### src/rtl/booth_product_accumulator.sv
// ---------------------------------------------------------------------------
// booth_product_accumulator
//   Sits downstream of the 3x3 signed Booth multiplier. Takes one signed
//   product per input handshake and adds N_TERMS of them into a saturating
//   signed sum (one dot-product frame). The frame result is then held on a
//   valid/ready output port until downstream takes it.
//
// Ports
//   i_clk        rising-edge clock
//   i_rst_n      asynchronous active-low reset
//   i_clr        synchronous abort: drops the partial frame and any held result
//   i_in_valid   i_in_prod is valid this cycle
//   o_in_ready   a product can be accepted this cycle (ACCUM state)
//   i_in_prod    signed product, PROD_W bits
//   o_out_valid  o_out_sum / o_out_ovf hold a completed frame (HOLD state)
//   i_out_ready  downstream takes the frame this cycle
//   o_out_sum    saturated frame sum, ACC_W bits signed
//   o_out_ovf    saturation happened at least once during the frame
// ---------------------------------------------------------------------------
module booth_product_accumulator #(
   parameter int PROD_W  = 6,
   parameter int ACC_W   = 12,
   parameter int N_TERMS = 4
) (
   input  logic                     i_clk,
   input  logic                     i_rst_n,
   input  logic                     i_clr,
   input  logic                     i_in_valid,
   output logic                     o_in_ready,
   input  logic signed [PROD_W-1:0] i_in_prod,
   output logic                     o_out_valid,
   input  logic                     i_out_ready,
   output logic signed [ACC_W-1:0]  o_out_sum,
   output logic                     o_out_ovf
);

   localparam int CNT_W = (N_TERMS > 1) ? $clog2(N_TERMS) : 1;
   localparam logic [CNT_W-1:0] LAST_CNT = CNT_W'(N_TERMS - 1);
   localparam logic signed [ACC_W-1:0] SAT_MAX = {1'b0, {(ACC_W-1){1'b1}}};
   localparam logic signed [ACC_W-1:0] SAT_MIN = {1'b1, {(ACC_W-1){1'b0}}};

   typedef enum logic {ACCUM = 1'b0, HOLD = 1'b1} state_t;

   state_t                   r_state;
   state_t                   w_state_nxt;
   logic signed [ACC_W-1:0]  r_acc;
   logic [CNT_W-1:0]         r_cnt;
   logic                     r_ovf;

   logic                     w_accept;
   logic                     w_last;
   logic [ACC_W:0]           w_wide;
   logic                     w_clamped;
   logic signed [ACC_W-1:0]  w_nxt;

   assign w_accept = i_in_valid & o_in_ready;
   assign w_last   = (r_cnt == LAST_CNT);

   // One guard bit: sign-extend both operands to ACC_W+1 bits. The sum left
   // the ACC_W range exactly when the guard bit disagrees with the ACC_W sign.
   assign w_wide    = {r_acc[ACC_W-1], r_acc}
                    + {{(ACC_W+1-PROD_W){i_in_prod[PROD_W-1]}}, i_in_prod};
   assign w_clamped = w_wide[ACC_W] ^ w_wide[ACC_W-1];

   always_comb begin
      w_nxt = w_wide[ACC_W-1:0];
      if (w_clamped) w_nxt = w_wide[ACC_W] ? SAT_MIN : SAT_MAX;
   end

   // ---- FSM: state register ----
   always_ff @(posedge i_clk or negedge i_rst_n) begin
      if (!i_rst_n) r_state <= ACCUM;
      else          r_state <= w_state_nxt;
   end

   // ---- FSM: next state ----
   always_comb begin
      w_state_nxt = r_state;
      if (i_clr) begin
         w_state_nxt = ACCUM;
      end else begin
         case (r_state)
            ACCUM:   if (w_accept && w_last) w_state_nxt = HOLD;
            HOLD:    if (i_out_ready)        w_state_nxt = ACCUM;
            default: w_state_nxt = ACCUM;
         endcase
      end
   end

   // ---- FSM: outputs ----
   // HOLD->ACCUM has no bypass: in_ready only follows the registered state.
   always_comb begin
      o_in_ready  = 1'b0;
      o_out_valid = 1'b0;
      case (r_state)
         ACCUM:   o_in_ready  = 1'b1;
         HOLD:    o_out_valid = 1'b1;
         default: o_in_ready  = 1'b1;
      endcase
   end

   // ---- Datapath ----
   always_ff @(posedge i_clk or negedge i_rst_n) begin
      if (!i_rst_n) begin
         r_acc     <= '0;
         r_cnt     <= '0;
         r_ovf     <= 1'b0;
         o_out_sum <= '0;
         o_out_ovf <= 1'b0;
      end else if (i_clr) begin
         // Abort wins over a same-cycle accept or output handshake.
         r_acc     <= '0;
         r_cnt     <= '0;
         r_ovf     <= 1'b0;
         o_out_sum <= '0;
         o_out_ovf <= 1'b0;
      end else if (w_accept) begin
         if (w_last) begin
            o_out_sum <= w_nxt;
            o_out_ovf <= r_ovf | w_clamped;
            r_acc     <= '0;
            r_cnt     <= '0;
            r_ovf     <= 1'b0;
         end else begin
            r_acc     <= w_nxt;
            r_cnt     <= r_cnt + CNT_W'(1);
            r_ovf     <= r_ovf | w_clamped;
         end
      end
   end

endmodule
### config.mk
export PLATFORM = sky130hd
export DESIGN_NAME = booth_product_accumulator
export DESIGN_NICKNAME = d
export VERILOG_FILES = /design/src/rtl/booth_product_accumulator.sv
export SDC_FILE = /design/constraint.sdc
export NUM_CORES = 1
export LEC_CHECK = 0
export CAP_MARGIN = 20
export CELL_PAD_IN_SITES_DETAIL_PLACEMENT = 1
export CELL_PAD_IN_SITES_GLOBAL_PLACEMENT = 1
export CORE_MARGIN = 8
export CORE_UTILIZATION = 28
export DETAILED_ROUTE_END_ITERATION = 10
export GPL_TIMING_DRIVEN = 0
export PLACE_DENSITY = 0.59
export SYNTH_ARGS = -nofsm -noshare
export SYNTH_HDL_FRONTEND = slang
export SYNTH_SLANG_ARGS = --single-unit
### constraint.sdc
create_clock -name i_clk -period 3.05 [get_ports i_clk]
set_input_delay 0.61 -clock i_clk [delete_from_list [all_inputs] [get_ports i_clk]]
set_output_delay 0.61 -clock i_clk [all_outputs]
set_load 0.005 [all_outputs]
# Word-level counts from Yosys, hierarchy flattened
# Index checks and enable logic that the tools add are counted.
classes:
  add_sub_neg: 2
  eq_ne: 1
  muxes: 23
  n_bitwise: 4
  n_reduce_logical: 4
ops:
  columns: ["operator", "count"]
  rows:
  - ["12-bit two-way mux", 8]
  - ["12-bit by 6-bit adder with 13-bit output", 1]
  - ["1-bit two-way mux", 11]
  - ["2-bit two-way mux", 3]
  - ["2-bit nonzero test", 2]
  - ["2-bit by 1-bit adder with 2-bit output (second input constant)", 1]
  - ["2-bit equality test (second input constant)", 1]
  - ["1-bit case mux with 2 select lines", 1]
  - ["2-bit AND reduction", 1]
  - ["1-bit AND", 1]
  - ["1-bit logical AND", 1]
  - ["1-bit inverter", 1]
  - ["1-bit bitwise OR", 1]
  - ["1-bit bitwise XOR", 1]
word_totals:
  register_bits: 29
  input_bits: 11
  output_inout_bits: 15
  word_cells: 40

# Depth between registers and ports, before layout
# Gate-level depths: netlist (run 1).
depth:
  depth_word: 6
  mapped_depth: 9

# Least setup slack after synthesis (run 1)
# Ideal clock, no wire load.
synth_path:
  path_type: "input to register"
  from: "input i_in_prod[0]"
  to: "register r_acc[0]"
  setup_time_ns: 0.121
  arrival_ns: 2.564
  setup_slack_ns: 0.365
  cell_stages: 9
  path_cell_list: "ha_1 > fa_1 > a211oi_1 > o211ai_1 > nand2_1 > a21oi_1 > buf_2 > maj3_1 > a22o_1"
synth_via:
  elab_chain_len: 6
synth_rtl:
  columns: ["item", "line_no", "rtl"]
  rows:
  - ["start: declaration", "30", "input logic signed [PROD_W-1:0] i_in_prod,"]
  - ["12-bit by 6-bit adder with 13-bit output (*)", "62", "+ {{(ACC_W+1-PROD_W){i_in_prod[PROD_W-1]}}, i_in_prod};"]
  - ["12-bit two-way mux / 1-bit bitwise XOR (equally long branches)", "67, 63", null]
  - ["12-bit two-way mux (*)", "67", "if (w_clamped) w_nxt = w_wide[ACC_W] ? SAT_MIN : SAT_MAX;"]
  - ["12-bit two-way mux (*)", "118", "if (w_last) begin"]
  - ["12-bit two-way mux (*)", "117", "end else if (w_accept) begin"]
  - ["12-bit two-way mux (*)", "110", "end else if (i_clr) begin"]
  - ["end signal: assignment", "125", "r_acc <= w_nxt;"]
  - ["end: declaration", "46", "logic signed [ACC_W-1:0] r_acc;"]
# Mark *: on every way between the ends. The rest lies on a longest branch, timed or not. The select of a mux whose other input is x is not followed.
# A chain may end at the register's enable or synchronous reset.

# Final worst setup path (run 1)
# Ends and elaborated chain as after synthesis.

==> results of run 1 <==
[worst max-delay path, stage by stage]
cell,delay (ns)
sky130_fd_sc_hd__clkdlybuf4s50_1,0.41
sky130_fd_sc_hd__ha_1,0.25
sky130_fd_sc_hd__fa_2,0.39
sky130_fd_sc_hd__a211oi_2,0.28
sky130_fd_sc_hd__o211ai_1,0.15
sky130_fd_sc_hd__nand2_1,0.11
sky130_fd_sc_hd__a21oi_2,0.10
sky130_fd_sc_hd__clkbuf_4,0.23
sky130_fd_sc_hd__maj3_1,0.37
sky130_fd_sc_hd__a22o_1,0.19
[cell usage after synthesis, types with 2 or more instances]
cell type and number:
sky130_fd_sc_hd__o31ai_1 2, sky130_fd_sc_hd__a211oi_1 2, sky130_fd_sc_hd__o211ai_1 2, sky130_fd_sc_hd__o21ai_0 8, sky130_fd_sc_hd__and3_1 2, sky130_fd_sc_hd__a21o_1 4
sky130_fd_sc_hd__clkbuf_1 5, sky130_fd_sc_hd__nand2b_1 2, sky130_fd_sc_hd__nand2_1 9, sky130_fd_sc_hd__nor2_1 6, sky130_fd_sc_hd__inv_1 4, sky130_fd_sc_hd__a21oi_1 8
sky130_fd_sc_hd__dfrtp_1 29, sky130_fd_sc_hd__ha_1 13, sky130_fd_sc_hd__nor2b_1 4, sky130_fd_sc_hd__maj3_2 9, sky130_fd_sc_hd__maj3_1 2, sky130_fd_sc_hd__xor2_1 2
sky130_fd_sc_hd__xnor2_1 8, sky130_fd_sc_hd__a2111oi_0 2, sky130_fd_sc_hd__a22o_1 23
[cell families after synthesis]
family,after synthesis,synth area share (%)
multiplexers,1,0.5610
adder cells (fa/ha/maj),25,17.04
flip-flops,29,40.67
AO/OA/AOI/OAI,59,25.25
buffers and inverters,11,2.805
AND/OR/NAND/NOR,30,8.766
XOR/XNOR,10,4.909
[layout make-up]
class | instances | share of cell area, %
clock inverter | 1 | 1.300
multi-input combinational | 125 | 45.12
clock buffer | 7 | 3.738
tap | 77 | 4.171
timing repair buffer | 26 | 11.97
sequential | 29 | 31.42
inverter | 4 | 0.6501
buffer | 7 | 1.625
[state kept, by name, indices dropped and copies added, names as in the netlist]
name / flops
o_out_ovf: 1
o_out_sum: 12
r_acc: 12
r_cnt: 2
r_ovf: 1
r_state: 1
[worst paths after layout]
check	endpoint	cells past startpoint	slack [ns]	startpoint
setup reg to reg	r_acc[0]	9	0.48	r_acc[0]
max in group asynchronous	o_out_sum[6]	2	1.74	i_rst_n
setup / recovery	r_acc[0]	10	0.11	i_in_prod[0]
min in group asynchronous	r_cnt[1]	1	0.77	i_rst_n
hold reg to reg	o_out_sum[11]	2	0.50	o_out_sum[11]
hold / removal	o_out_sum[11]	2	0.50	o_out_sum[11]
[power groups by stage]
stage	clock [uW]	sequential (uW)	combinational (uW)
CTS	424	511	1110
global placement	0	511	1040
detailed placement	0	515	1080
global route	441	521	1230
floorplan	0	498	828
finish	415	510	1110
[metal layers]
metal | vias to the layer above | GRT usage, % | wire length (um)
li1 | 692 | - | -
met1 | 740 | 15.02 | 2339
met2 | 20 | 19.43 | 2355
met3 | 5 | 3.042 | 156
met4 | 0 | 3.585 | 53
met5 | - | 0 | 0
[cell usage in the layout, fill, tap and decap left out, types with 2 or more instances in the layout]
cell type,instances
sky130_fd_sc_hd__a2111oi_0,2
sky130_fd_sc_hd__a21o_1,4
sky130_fd_sc_hd__a21oi_1,6
sky130_fd_sc_hd__a21oi_2,2
sky130_fd_sc_hd__a22o_1,23
sky130_fd_sc_hd__and3_1,2
sky130_fd_sc_hd__clkbuf_1,6
sky130_fd_sc_hd__clkbuf_8,6
sky130_fd_sc_hd__clkdlybuf4s50_1,24
sky130_fd_sc_hd__dfrtp_1,29
sky130_fd_sc_hd__ha_1,12
sky130_fd_sc_hd__inv_1,4
sky130_fd_sc_hd__maj3_1,2
sky130_fd_sc_hd__maj3_2,9
sky130_fd_sc_hd__nand2_1,9
sky130_fd_sc_hd__nand2b_1,2
sky130_fd_sc_hd__nor2_1,6
sky130_fd_sc_hd__nor2b_1,4
sky130_fd_sc_hd__o211ai_1,2
sky130_fd_sc_hd__o21ai_0,7
sky130_fd_sc_hd__o31ai_1,2
sky130_fd_sc_hd__xnor2_1,8
sky130_fd_sc_hd__xor2_1,2
[stage by stage]
| stage | setup WS (ns) | power [uW] |
|---|---|---|
| floorplan | 0.3655 | 1326 |
| global placement | -0.4143 | 1553 |
| detailed placement | -0.4387 | 1590 |
| CTS | 0.01466 | 2045 |
| global route | 0.007344 | 2189 |
| finish | 0.1084 | 2032 |
[timing repair]
action | 4_1_cts | 5_1_grt
pin swaps | 0 | 0
resized for setup | 5 | 4
endpoints found under the setup margin | 24 | 15
==> flow_summary.toml, run 1 <==
[run_status]
run_status = "completed"

[power_and_ir_drop]
share_seq_of_total_power_pct = 25.1
sw_frac_of_total_pct = 38.75
vdd_ir_drop_max_mv = 0.3470
total_switching_power_uw = 787.5
power.combinational.fraction_pct = 54.4
power_leakage_uw = 0.001006
power_per_cell_area_nw_per_um2 = 879.9
power_report.internal_total_uw = 1245
share_clk_of_total_power_pct = 20.4

[route]
antenna_violating_nets_post_route = 0
drt-pass1-iter-count = 4
detail_route.vias_per_cell = 5.279
vias = 1457
routed_wirelength_um = 4904
detailedRoute.firstIterationViolations = 62
number_of_design_rule_violations_left_after_detail_routing = 0
wire_per_inst_um = 17.77

[timing]
max_slew.worst_pin.slew_ns = 0.7480
timing.slew.headroom_pct = 49.98
setup_viol = 0
finalCritPeriodShare_pct = 96.45
rsz_0062_raised_after_global_routing = "no"
post-route-min-period_ns = 2.942
timing.final.hold_violations = 0
timing.setup.tns_ns = 0
timing.final.max_slew_violations = 0
hold-worst-slack_ns = 0.4986
max_clock_freq_mhz = 339.9
clock_skew_ns = 0.006356

[logic_synthesis]
yosysSeqAreaShare_pct = 40.67
post_synth.cell_area_avg_um2 = 10.81
netlist.top_cell.by_area = "sky130_fd_sc_hd__dfrtp_1"
post-synth-top-area-fraction_pct = 40.67
synth_flop_cell = "sky130_fd_sc_hd__dfrtp_1"
synth.top_cells.by_area = "sky130_fd_sc_hd__dfrtp_1 (41%), sky130_fd_sc_hd__a22o_1 (11%), sky130_fd_sc_hd__ha_1 (9.1%)"
async_reset_ff_share_pct = 100.0
synth-seq-cells = 29
synth_nets = 190
synth_enable_flop_cells = 0
mappedNetlistArea_um2 = 1784
yosys_warnings = 0
synth_cell_types = 40
post_synthesis_cell_count = 165

[cells_and_area]
area_growth_syn_to_layout_pct = 29.45
multiInputGateArea_um2 = 1042
finish.net_count = 223
antennaDiodeCount = 0
final.fill_count = 708
sequential_cell_area_um2 = 725.7
fin_util_pct = 37.01
stdcell_count = 276
drive_gt1_share_pct = 14.07
final_cell_area_um2 = 2310

[floorplan]
initial_utilization_pct = 28.59
floorplan.die.width_um = 95.83
die_area_um2 = 9182
standard_cell_row_count = 29
die_y_um = 95.83
coreArea_um2 = 6241
num_io_pins = 26

[setup_path]
worst_ep_required_time_ns = 3.22
worstPathMaxFanout = 10
critical_path_class = "primary input to flop"
crit_arrival_ns = 3.11
critical_path.startpoint_type = "primary input"
cp_endpoint_kind = "flop"

[clock_network]
clock_root_cell = "sky130_fd_sc_hd__clkbuf_8"
cts-buffers-inserted = 5
cts_tree = "yes"
cts_num_sinks = 29
clock_path_buffers = 2
ctsHtreeMaxLevel = 2
path_clk_slew_ns = 0.06
cts_hold_buf = 0
post_cts_buffers = 0
worst_skew_pair.late_latency_ns = 0.28

[global_route]
tot_gr_track_use_pct = 11.88
antenna_found_initial = 0
grt_max_degree = 17
globalRouteOverflowTotal = 0
number_of_global_route_vias_before_repair = 1630
grt_pass1_wl_um = 8397

[min_path]
min-delay-path-class = "flop to flop"

[place]
place_area_um2 = 2158
port_buffers = 25
place.detailed.hpwl_um = 3711
gp_congestion = 0.7670
dp.cells = 268

[job]
drv.max_cap_violation_count = 0
Note: power is estimated with default switching activity, not from simulation.
==> run 2: changes to the inputs <==
--- a/config.mk
+++ b/config.mk
@@ -5,14 +5,16 @@
 export SDC_FILE = /design/constraint.sdc
 export NUM_CORES = 1
 export LEC_CHECK = 0
-export CAP_MARGIN = 20
+export CAP_MARGIN = 10
 export CELL_PAD_IN_SITES_DETAIL_PLACEMENT = 1
 export CELL_PAD_IN_SITES_GLOBAL_PLACEMENT = 1
 export CORE_MARGIN = 8
 export CORE_UTILIZATION = 28
+export CTS_CLUSTER_SIZE = 30
 export DETAILED_ROUTE_END_ITERATION = 10
 export GPL_TIMING_DRIVEN = 0
 export PLACE_DENSITY = 0.59
+export SLEW_MARGIN = 20
 export SYNTH_ARGS = -nofsm -noshare
 export SYNTH_HDL_FRONTEND = slang
 export SYNTH_SLANG_ARGS = --single-unit
==> flow_summary.toml, run 2 (synthesized netlist as in run 1, its figures left out) <==
[clock_network]
cts_num_sinks = 29
clock_path_buffers = 2
post_cts_buffers = 0
worst_skew_pair.late_latency_ns = 0.28
cts-buffers-inserted = 5
ctsHtreeMaxLevel = 2
cts_resized = 4
clock_root_cell = "sky130_fd_sc_hd__clkbuf_8"
cts_hold_buf = 0
path_clk_slew_ns = 0.07
cts_tree = "yes"

[place]
gp_congestion = 0.7670
place.detailed.hpwl_um = 3625
port_buffers = 25
pre_cts_setup_slack_ns = -0.4430

[timing]
timing.slew.headroom_pct = 53.30
post-route-min-period_ns = 2.929
timing.setup.tns_ns = 0
rsz_0062_raised_after_global_routing = "no"
timing.final.max_slew_violations = 0
finalCritPeriodShare_pct = 96.02
timing.final.hold_violations = 0
max_clock_freq_mhz = 341.4
clock_skew_ns = 0.009014
setup_viol = 0
max_slew.worst_pin.slew_ns = 0.7005
postLayoutSetupSlackWorst_ns = 0.1213

[global_route]
globalRouteOverflowTotal = 0
number_of_global_route_vias_before_repair = 1591
antenna_found_initial = 0
tot_gr_track_use_pct = 11.74
grt_pass1_wl_um = 8231
grt_max_degree = 30

[route]
routed_wirelength_um = 4908
detail_route.vias_per_cell = 5.295
wire_per_inst_um = 17.85
drt-pass1-iter-count = 4
vias = 1456
detailedRoute.firstIterationViolations = 66
number_of_design_rule_violations_left_after_detail_routing = 0
antenna_violating_nets_post_route = 0

[floorplan]
die_area_um2 = 9182
num_io_pins = 26
standard_cell_row_count = 29
die_y_um = 95.83
initial_utilization_pct = 28.59
coreArea_um2 = 6241
floorplan.die.width_um = 95.83

[setup_path]
setup.reg_to_reg.worst_slack_ns = 0.48
crit_arrival_ns = 3.10
cp_endpoint_kind = "flop"
worst_ep_required_time_ns = 3.22
crit_path_start = "i_in_prod[0]"
critical_path_class = "primary input to flop"
reg2reg_from = "r_acc[0]"
worstPathMaxFanout = 3
critical_path.startpoint_type = "primary input"

[cells_and_area]
layout.cells.most_common = "sky130_fd_sc_hd__dfrtp_1"
antennaDiodeCount = 0
fin_util_pct = 36.19
final.fill_count = 715
area_growth_syn_to_layout_pct = 26.58
largest_registers = "o_out_sum x12, r_acc x12, r_cnt x2"
final_cell_mix = "sky130_fd_sc_hd__dfrtp_1 (29), sky130_fd_sc_hd__a22o_1 (23), sky130_fd_sc_hd__clkdlybuf4s50_1 (23)"
finish.net_count = 222
drive_gt1_share_pct = 13.13

[power_and_ir_drop]
design_power_total_uw = 2019
power_leakage_uw = 0.0009918
vdd_ir_drop_max_mv = 0.3064
power_per_cell_area_nw_per_um2 = 893.8

[run_status]
run_status = "completed"

[min_path]
min-delay-path-class = "primary input to asynchronous set/reset pin"

[job]
drv.max_cap_violation_count = 0
[run 2: critical path, cell delays in order]
cell and delay (ns):
sky130_fd_sc_hd__clkdlybuf4s50_1 0.40, sky130_fd_sc_hd__ha_1 0.25, sky130_fd_sc_hd__fa_2 0.39, sky130_fd_sc_hd__a211oi_2 0.28, sky130_fd_sc_hd__o21ai_0 0.18, sky130_fd_sc_hd__a221oi_1 0.35
sky130_fd_sc_hd__xnor2_1 0.12, sky130_fd_sc_hd__maj3_2 0.33, sky130_fd_sc_hd__a22o_1 0.18
[run 2: layout make-up]
cell class,instances,area [um^2],area share (%)
Tap cell,77,96.34,4.266
Inverter,4,15.01,0.6648
Multi-Input combinational cell,125,1023,45.32
Timing Repair Buffer,25,244.0,10.80
Clock inverter,1,30.03,1.330
Sequential cell,29,725.7,32.13
Clock buffer,7,86.33,3.823
Buffer,7,37.54,1.662
[run 2: layer usage]
layer	part of all wire, %	vias up	track usage (%)
met5	0	-	0
met4	1.3	0	3.841
met3	3.4	6	2.964
met2	49	22	19.71
met1	46	737	14.35
li1	-	691	-
[run 2: report_power, final]
part           internal (uW)  total [uW]  switching, uW
Clock                    266         414            148
Sequential               458         508           50.3
Combinational            504        1100            592
Total                   1230        2020            790
[run 2: through the flow]
stage | hold slack [ns] | instances | instance area, um^2
finish | 0.3681 | 275 | 2258
global route | 0.4174 | 275 | 2258
CTS | 0.3878 | 275 | 2253
detailed placement | 0.4858 | 267 | 2126
global placement | 0.4723 | 267 | 2131
floorplan | 0.3144 | 165 | 1784
[run 2: path summary, 6_finish.rpt]
check	to	cells after the start
worst max-delay path	r_acc[8]	9
worst min-delay path	r_state	1
worst max register to register	r_acc[8]	8
worst min register to register	o_out_sum[11]	2
max in group asynchronous	o_out_sum[5]	1
min in group i_clk	o_out_sum[11]	2
==> run 3: changes to the inputs <==
--- a/config.mk
+++ b/config.mk
@@ -13,7 +13,7 @@
 export CTS_CLUSTER_SIZE = 30
 export DETAILED_ROUTE_END_ITERATION = 10
 export GPL_TIMING_DRIVEN = 0
-export PLACE_DENSITY = 0.59
+export PLACE_DENSITY = 0.61
 export SLEW_MARGIN = 20
 export SYNTH_ARGS = -nofsm -noshare
 export SYNTH_HDL_FRONTEND = slang
==> constraint.sdc (replaced) <==
create_clock -name i_clk -period 2.5 [get_ports i_clk]
set_input_delay 0.5 -clock i_clk [delete_from_list [all_inputs] [get_ports i_clk]]
set_output_delay 0.5 -clock i_clk [all_outputs]
set_load 0.01 [all_outputs]
==> flow_summary.toml, run 3 (synthesized netlist as in run 1, its figures left out) <==
[timing]
timing.slew.headroom_pct = 56.99
timing.final.hold_violations = 0
max_clock_freq_mhz = 406.0
timing.setup.tns_ns = 0
rsz_0062_raised_after_global_routing = "yes"
setup_viol = 0
timing.final.max_slew_violations = 0
finalCritPeriodShare_pct = 98.52
max_slew.worst_pin.slew_ns = 0.6451
post-route-min-period_ns = 2.463
clock_skew_ns = 0.002814

[floorplan]
floorplan.die.width_um = 95.83
coreArea_um2 = 6241
standard_cell_row_count = 29
die_area_um2 = 9182
initial_utilization_pct = 28.59
num_io_pins = 26
die_y_um = 95.83

[route]
antenna_violating_nets_post_route = 0
number_of_design_rule_violations_left_after_detail_routing = 0
detail_route.vias_per_cell = 5.176
vias = 1496
detailedRoute.firstIterationViolations = 57
routed_wirelength_um = 4823
wire_per_inst_um = 16.69
drt-pass1-iter-count = 4

[setup_path]
critical_path_class = "primary input to flop"
cp_endpoint_kind = "flop"
worstPathMaxFanout = 7
worst_ep_required_time_ns = 2.66
critical_path.startpoint_type = "primary input"
crit_arrival_ns = 2.62

[clock_network]
worst_skew_pair.late_latency_ns = 0.27
cts_tree = "yes"
cts_hold_buf = 0
clock_path_buffers = 2
cts_num_sinks = 29
clock_root_cell = "sky130_fd_sc_hd__clkbuf_8"
ctsHtreeMaxLevel = 2
cts-buffers-inserted = 5
path_clk_slew_ns = 0.06

[min_path]
min-delay-path-class = "primary input to asynchronous set/reset pin"

[cells_and_area]
layout.cells.most_common = "sky130_fd_sc_hd__dfrtp_1"
fin_util_pct = 40.54
final_cell_mix = "sky130_fd_sc_hd__dfrtp_1 (29), sky130_fd_sc_hd__a22o_1 (23), sky130_fd_sc_hd__clkdlybuf4s50_1 (19)"
finish.net_count = 237
area_growth_syn_to_layout_pct = 41.80
antennaDiodeCount = 0
largest_registers = "o_out_sum x12, r_acc x12, r_cnt x2"
drive_gt1_share_pct = 28.30

[power_and_ir_drop]
vdd_ir_drop_max_mv = 0.4488
power_per_cell_area_nw_per_um2 = 1117
power_leakage_uw = 0.001075
design_power_total_uw = 2827

[global_route]
tot_gr_track_use_pct = 10.85
grt_pass1_wl_um = 7748
antenna_found_initial = 0
groute.layer.met1.usage_pct = 14.17
global_routing_usage_on_met3_pct = 2.730
globalRouteMet2Util_pct = 17.43
grt-busiest-layer = "met2"
number_of_global_route_vias_before_repair = 1552
globalRouteOverflowTotal = 0
grt_max_degree = 30

[run_status]
run_status = "completed"

[place]
place.detailed.hpwl_um = 3460
port_buffers = 25
gp_congestion = 0.7317

[job]
drv.max_cap_violation_count = 0
-- run 3: changes by cell type in the layout (fill, tap and decap cells not counted), sizes merged --
cell,before,now
bufinv,1,0
dlygate4sd2,1,3
clkbuf,12,13
clkdlybuf4s50,23,19
buf,3,19
-- run 3: path summary, 6_finish.rpt --
check	startpoint	to	slack (ns)	cells past startpoint
min reg2reg	o_out_sum[11]	o_out_sum[11]	0.48	2
min in group i_clk	o_out_sum[11]	o_out_sum[11]	0.48	2
min	i_rst_n	o_out_sum[6]	0.25	1
max	i_in_prod[5]	r_acc[9]	0.04	9
max reg2reg	r_acc[0]	o_out_sum[10]	0.04	9
max in group asynchronous	i_rst_n	r_acc[10]	1.83	1
-- run 3: metrics by stage --
stage          cell area, um^2  hold WS [ns]  setup WS [ns]  instances
3_3_place_gp              2141        0.4704        -0.8426        267
4_1_cts                   2446        0.2720        0.01877        285
5_1_grt                   2530        0.3012       -0.02870        289
6_report                  2530        0.2509        0.03705        289
3_5_place_dp              2136        0.4741        -0.8447        267
2_1_floorplan             1794        0.2044        0.03190        165
-- run 3: final cells by class --
| type | count | area, um^2 |
|---|---|---|
| Clock buffer | 7 | 86.33 |
| Inverter | 4 | 15.01 |
| Fill cell | 705 | 3711 |
| Buffer | 7 | 41.29 |
| Multi-Input combinational cell | 125 | 1207 |
| Timing Repair Buffer | 40 | 357.8 |
| Sequential cell | 29 | 725.7 |
| Tap cell | 77 | 96.34 |
-- run 3: critical path: stages --
cell and delay [ns]:
sky130_fd_sc_hd__buf_4 0.17, sky130_fd_sc_hd__ha_4 0.27, sky130_fd_sc_hd__a21o_1 0.18, sky130_fd_sc_hd__a21o_4 0.23, sky130_fd_sc_hd__a2111oi_4 0.40, sky130_fd_sc_hd__o211ai_4 0.16, sky130_fd_sc_hd__buf_4 0.17, sky130_fd_sc_hd__maj3_2 0.32
sky130_fd_sc_hd__a22o_1 0.22
-- run 3: repair_timing --
action / in CTS / in global routing
setup endpoints to repair: 26 / 18
buffers inserted: 9 / 4
resized for setup: 34 / 14
pin swaps: 17 / 10
gates cloned: 2 / 0
-- run 3: per-layer routing --
layer	wire [um]	vias up
met1	2302	746
met4	62	0
met3	138	6
li1	-	723
met2	2320	21
met5	0	-
-- run 3: where the power goes --
group	total [uW]	internal (uW)	switching, uW
Combinational	1800	943	860
Sequential	645	559	85.4
Clock	379	218	161
Total	2830	1720	1110
